===== config.mk =====
export PLATFORM = sky130hd
export DESIGN_NAME = sync_fifo_mon_flat
export DESIGN_NICKNAME = d
export VERILOG_FILES = /design/src/rtl/sync_fifo_mon_if.sv /design/src/rtl/sync_fifo_mon.sv /design/src/flat_wrapper.sv
export SDC_FILE = /design/constraint.sdc
export NUM_CORES = 1
export LEC_CHECK = 0
export BUFFER_PORTS_ARGS = -buffer_cell sky130_fd_sc_hd__buf_2
export CAP_MARGIN = 0
export CORE_MARGIN = 3
export CORE_UTILIZATION = 47
export DETAILED_ROUTE_END_ITERATION = 10
export SKIP_CTS_REPAIR_TIMING = 1
export SYNTH_ARGS = -nofsm -noshare
export SYNTH_HDL_FRONTEND = slang
export SYNTH_SLANG_ARGS = --single-unit

===== constraint.sdc =====
create_clock -name clk -period 8.35 [get_ports clk]
set_clock_uncertainty 0.05 [all_clocks]
set_input_delay 1.67 -clock clk [delete_from_list [all_inputs] [get_ports clk]]
set_output_delay 1.67 -clock clk [all_outputs]
set_load 0.1 [all_outputs]

===== src/rtl/sync_fifo_mon_if.sv =====
// sync_fifo_mon_if: data handshake bundle for sync_fifo_mon.
// master drives wdata/winc/rinc; slave returns rdata/wfull/rempty.
interface sync_fifo_mon_if #(
  parameter int DATA_WIDTH = 8
);
  logic [DATA_WIDTH-1:0] wdata;
  logic                  winc;
  logic                  wfull;
  logic                  rinc;
  logic [DATA_WIDTH-1:0] rdata;
  logic                  rempty;

  modport master (
    output wdata, winc, rinc,
    input  rdata, wfull, rempty
  );

  modport slave (
    input  wdata, winc, rinc,
    output rdata, wfull, rempty
  );
endinterface


===== src/rtl/sync_fifo_mon.sv =====
// sync_fifo_mon: single-clock FIFO with occupancy, thresholds,
// sticky over/underflow flags and a high-watermark tracker.
// Ports: clk, rst_n (async low); fif (wdata/winc/rinc/rdata/
// wfull/rempty); almost_full/almost_empty, count, overflow,
// underflow, err_clr, wm_clr, watermark.
module sync_fifo_mon #(
  parameter int DATA_WIDTH    = 8,
  parameter int ADDR_WIDTH    = 4,
  parameter int AFULL_THRESH  = 12,
  parameter int AEMPTY_THRESH = 2
) (
  input  logic                  clk,
  input  logic                  rst_n,
  sync_fifo_mon_if.slave        fif,
  output logic                  almost_full,
  output logic                  almost_empty,
  output logic [ADDR_WIDTH:0]   count,
  output logic                  overflow,
  output logic                  underflow,
  input  logic                  err_clr,
  input  logic                  wm_clr,
  output logic [ADDR_WIDTH:0]   watermark
);

  localparam int PW    = ADDR_WIDTH + 1;
  localparam int DEPTH = 1 << ADDR_WIDTH;

  logic [DATA_WIDTH-1:0] mem [DEPTH];
  logic [PW-1:0]         wbin;
  logic [PW-1:0]         rbin;
  logic [PW-1:0]         nxt;
  logic [DATA_WIDTH-1:0] rdata_q;
  logic                  full;
  logic                  empty;
  logic                  wr_ok;
  logic                  rd_ok;

  // Extra pointer bit makes the modular difference span 0..DEPTH.
  assign count = wbin - rbin;
  assign full  = (count == PW'(DEPTH));
  assign empty = (count == '0);

  assign almost_full  = (count >= PW'(AFULL_THRESH));
  assign almost_empty = (count <= PW'(AEMPTY_THRESH));

  assign wr_ok = fif.winc && !full;
  assign rd_ok = fif.rinc && !empty;

  assign fif.wfull  = full;
  assign fif.rempty = empty;
  assign fif.rdata  = rdata_q;

  always_comb begin
    nxt = count;
    unique case (1'b1)
      wr_ok && !rd_ok: nxt = count + PW'(1);
      rd_ok && !wr_ok: nxt = count - PW'(1);
      default:         nxt = count;
    endcase
  end

  always_ff @(posedge clk) begin
    if (wr_ok)
      mem[wbin[ADDR_WIDTH-1:0]] <= fif.wdata;
  end

  always_ff @(posedge clk or negedge rst_n) begin
    if (!rst_n) begin
      wbin      <= '0;
      rbin      <= '0;
      rdata_q   <= '0;
      overflow  <= 1'b0;
      underflow <= 1'b0;
      watermark <= '0;
    end else begin
      if (wr_ok)
        wbin <= wbin + PW'(1);
      if (rd_ok) begin
        rbin    <= rbin + PW'(1);
        rdata_q <= mem[rbin[ADDR_WIDTH-1:0]];
      end
      // A fresh error outranks a clear in the same cycle.
      if (fif.winc && full)
        overflow <= 1'b1;
      else if (err_clr)
        overflow <= 1'b0;
      if (fif.rinc && empty)
        underflow <= 1'b1;
      else if (err_clr)
        underflow <= 1'b0;
      // Clearing restarts tracking from the post-edge occupancy.
      if (wm_clr)
        watermark <= nxt;
      else if (nxt > watermark)
        watermark <= nxt;
    end
  end

endmodule


===== src/flat_wrapper.sv =====
// flat-port wrapper written by rule: the top's interface ports become plain ports
module sync_fifo_mon_flat 
#(
  parameter int DATA_WIDTH    = 8,
  parameter int ADDR_WIDTH    = 4,
  parameter int AFULL_THRESH  = 12,
  parameter int AEMPTY_THRESH = 2
)
  (clk, rst_n, almost_full, almost_empty, count, overflow, underflow, err_clr, wm_clr, watermark, fif_wdata, fif_winc, fif_rinc, fif_rdata, fif_wfull, fif_rempty);
  sync_fifo_mon_if #(.DATA_WIDTH(DATA_WIDTH)) fif_i ();
  input  logic clk;
  input  logic rst_n;
  output logic almost_full;
  output logic almost_empty;
  output logic [ADDR_WIDTH:0] count;
  output logic overflow;
  output logic underflow;
  input  logic err_clr;
  input  logic wm_clr;
  output logic [ADDR_WIDTH:0] watermark;
  input wire logic [$bits(fif_i.wdata)-1:0] fif_wdata;
  input wire logic [$bits(fif_i.winc)-1:0] fif_winc;
  input wire logic [$bits(fif_i.rinc)-1:0] fif_rinc;
  output wire logic [$bits(fif_i.rdata)-1:0] fif_rdata;
  output wire logic [$bits(fif_i.wfull)-1:0] fif_wfull;
  output wire logic [$bits(fif_i.rempty)-1:0] fif_rempty;
  assign fif_i.wdata = fif_wdata;
  assign fif_i.winc = fif_winc;
  assign fif_i.rinc = fif_rinc;
  assign fif_rdata = fif_i.rdata;
  assign fif_wfull = fif_i.wfull;
  assign fif_rempty = fif_i.rempty;
  sync_fifo_mon #(.DATA_WIDTH(DATA_WIDTH), .ADDR_WIDTH(ADDR_WIDTH), .AFULL_THRESH(AFULL_THRESH), .AEMPTY_THRESH(AEMPTY_THRESH)) u_core (.clk(clk), .rst_n(rst_n), .fif(fif_i), .almost_full(almost_full), .almost_empty(almost_empty), .count(count), .overflow(overflow), .underflow(underflow), .err_clr(err_clr), .wm_clr(wm_clr), .watermark(watermark));
endmodule

==> results_dict.tcl <==
set metrics [dict create \
    fin_crit_ns 6.189 \
    clock_path_buffers 2 \
    start_util 0.4896 \
    clkSinkCount 153 \
    cts_buffers 17 \
    grt_start_max_net_pins 36 \
    synth_nets 416 \
    die_height_um 124.6 \
    dp_slack_ns 2.150 \
    portBuffers 37 \
    drt_iter0_drc 231 \
    wl_mm 13.24 \
    max_slew_margin 0.1770 \
    critPathMaxStageDelay_ns 0.50 \
    grt_overflow_total 0 \
    num_vias 3421 \
    slowest_stage "fa_1" \
    post-place-cells 587 \
    synthTopCellsByCount "edfxtp_1 (128), mux4_2 (40), nand2_1 (37), dfrtp_1 (25), inv_1 (18)" \
    arrival_ns 6.44 \
    num_antenna_cells 0 \
    nets 461 \
    fillers 1034 \
    grt_pass1_vias 3586 \
    vias_per_cell 5.527 \
    grt_pass1_wl_mm 21.29 \
    syn_area_per_cell_um2 17.18 \
    fmax_mhz 161.6 \
    synth_area_leader_cell "edfxtp_1" \
    yosysSeqAreaShare 0.6759 \
    startpoint_type "flip-flop" \
    critical_path_required_ns 8.60 \
    synth_area_leaders "edfxtp_1 (58%), mux4_2 (14%), dfrtp_1 (9.5%)" \
    die_area_mm2 0.01553 \
    ys_types 50 \
    hold_viol 0 \
    worst_slack_ns 2.161 \
    hp-class "flip-flop to flip-flop" \
    end_kind "flip-flop" \
    dpl.hpwl_mm 8.826 \
    outcome "complete, no violations" \
    drc 0 \
    insertion_delay_ns 0.42 \
    gp_routability_congestion 0.8815 \
    slew_viol_final 0 \
    die_w_um 124.6 \
    cts_tree "done" \
    synth_flop_cell "edfxtp_1" \
    yosysWarnings 0 \
    worst_pin_slew_ns 1.232 \
    critPathMaxFanout 35 \
    ioPinCount 38 \
    yosysMostFrequentCell "edfxtp_1" \
    clkTransAtPathRegs_ns 0.06 \
    ys_ff_latch 153 \
    crit_chain "buf_4 > inv_1 > fa_1 > xnor2_2 > inv_2 > nor3_2 > and3_2 > nand2b_1 > inv_1 > ha_1 > a21oi_1 > or3b_2 > a211oi_1 > a41o_2 > a311o_1 > xnor2_1 > ha_1 > o21a_1 > o21ai_0 > a21oi_1 > nor2_1 > inv_1 > mux2_2" \
    drive_above_1_share 0.2867 \
    maxCapViolations 0 \
    grtUsageTotal 0.1838 \
    antenna_found_initial 0 \
    area_growth_syn_to_layout_pct 14.61 \
    cts_htree_levels 4 \
    first_pass_iters 4 \
    syn_area_mm2 0.006613 \
    async_reset_ff_frac 0.1634 \
    fin_crit_sh 0.7412 \
    core_mm2 0.01351 \
    final_cells 619 \
    rsz0062_at_grt "false" \
    root_buffer "clkbuf_16" \
    synth_top_area_frac 0.5813 \
    rows 42 \
    synth_cells 385 \
    finalSetupViolCount 0 \
    crit_type "flip-flop to flip-flop" \
    synth_edf_count 128 \
    finalSetupTns_ns 0 \
    routedWlPerCell_um 21.39 \
    antenna_left 0 \
    crit_top_cell "inv_1" \
]
[worst max-delay path: cells and delay by family, from the launching register on]
| family | cells | cell delay (ns) |
|---|---|---|
| simple gates | 5 | 1.24 |
| compound gates | 7 | 1.35 |
| fa+ha+maj | 3 | 1.15 |
| mux | 1 | 0.34 |
| buf+inv | 5 | 1.18 |
| xor+xnor | 2 | 0.43 |
| flops | 1 | 0.32 |
[final cells by class]
class	instances	area, um2	area share
multi-input combinational	195	1999	0.2638
clock buffer	21	440.4	0.05811
clock inverter	11	146.4	0.01932
tap	176	220.2	0.02906
inverter	21	78.83	0.01040
sequential	153	4471	0.5899
timing repair buffer	42	222.7	0.02939
[sequential cells by signal, summed over array words and instances, names as in the netlist]
signal / cells
u_core.fif.rdata: 8
u_core.mem: 128
u_core.overflow: 1
u_core.rbin: 5
u_core.underflow: 1
u_core.watermark: 5
u_core.wbin: 5
[path summary, 6_finish.rpt]
| path | slack [ns] | cells after the start | endpoint | from |
|---|---|---|---|---|
| min in group asynchronous | 1.20 | 1 | u_core.watermark[4] | rst_n |
| max in group asynchronous | 6.64 | 1 | u_core.rbin[0] | rst_n |
| setup reg to reg | 2.16 | 23 | u_core.watermark[3] | u_core.rbin[1] |
| hold reg to reg | 0.43 | 2 | u_core.fif.rdata[7] | u_core.fif.rdata[7] |
| setup / recovery | 2.16 | 23 | u_core.watermark[3] | u_core.rbin[1] |
| hold / removal | 0.43 | 2 | u_core.fif.rdata[7] | u_core.fif.rdata[7] |
[cell usage in the layout (no fill, tap or decap), drive strengths merged, types with 3 or more instances in the layout]
cell type / synthesis / routed
nand2: 38 / 38
clkinvlp: 0 / 4
nor3: 6 / 6
and2: 9 / 9
buf: 8 / 42
o21ai: 10 / 10
nand3: 3 / 3
nand3b: 3 / 3
nand4: 4 / 4
clkinv: 0 / 3
clkbuf: 8 / 21
mux2: 3 / 3
mux4: 40 / 40
inv: 21 / 22
a21oi: 7 / 7
nor2b: 3 / 3
xnor2: 14 / 14
and4: 4 / 4
edfxtp: 128 / 128
nor3b: 6 / 6
dfrtp: 25 / 25
bufinv: 0 / 3
ha: 16 / 16
nor2: 6 / 6
[cells by family after synthesis]
family | synth area share
AO/OA/AOI/OAI | 0.03349
XOR/XNOR | 0.02517
adder cells (fa/ha/maj) | 0.03330
buffers and inverters | 0.02271
flip-flops | 0.6759
multiplexers | 0.1413
AND/OR/NAND/NOR | 0.06812
[metal layers]
| layer | share of wire | global-route usage | routed length, um | vias up |
|---|---|---|---|---|
| li1 | - | - | - | 1585 |
| met1 | 0.45 | 0.2560 | 5996 | 1739 |
| met2 | 0.48 | 0.2824 | 6386 | 81 |
| met3 | 0.050 | 0.05660 | 665 | 16 |
| met4 | 0.015 | 0.05351 | 194 | 0 |
| met5 | 0 | 0 | 0 | - |
[per-stage QoR]
stage          hold WS, ns  utilization  cell area [um2]
2_1_floorplan       0.4161            -             6614
3_3_place_gp        0.4103       0.5177             6992
3_5_place_dp        0.4189       0.5177             6992
4_1_cts             0.4329       0.5611             7579
5_1_grt             0.4562       0.5611             7579
6_report            0.4284       0.5611             7579
Power is not shown: default switching activity piles up to over one toggle a cycle in this logic, so the estimate is an artifact.
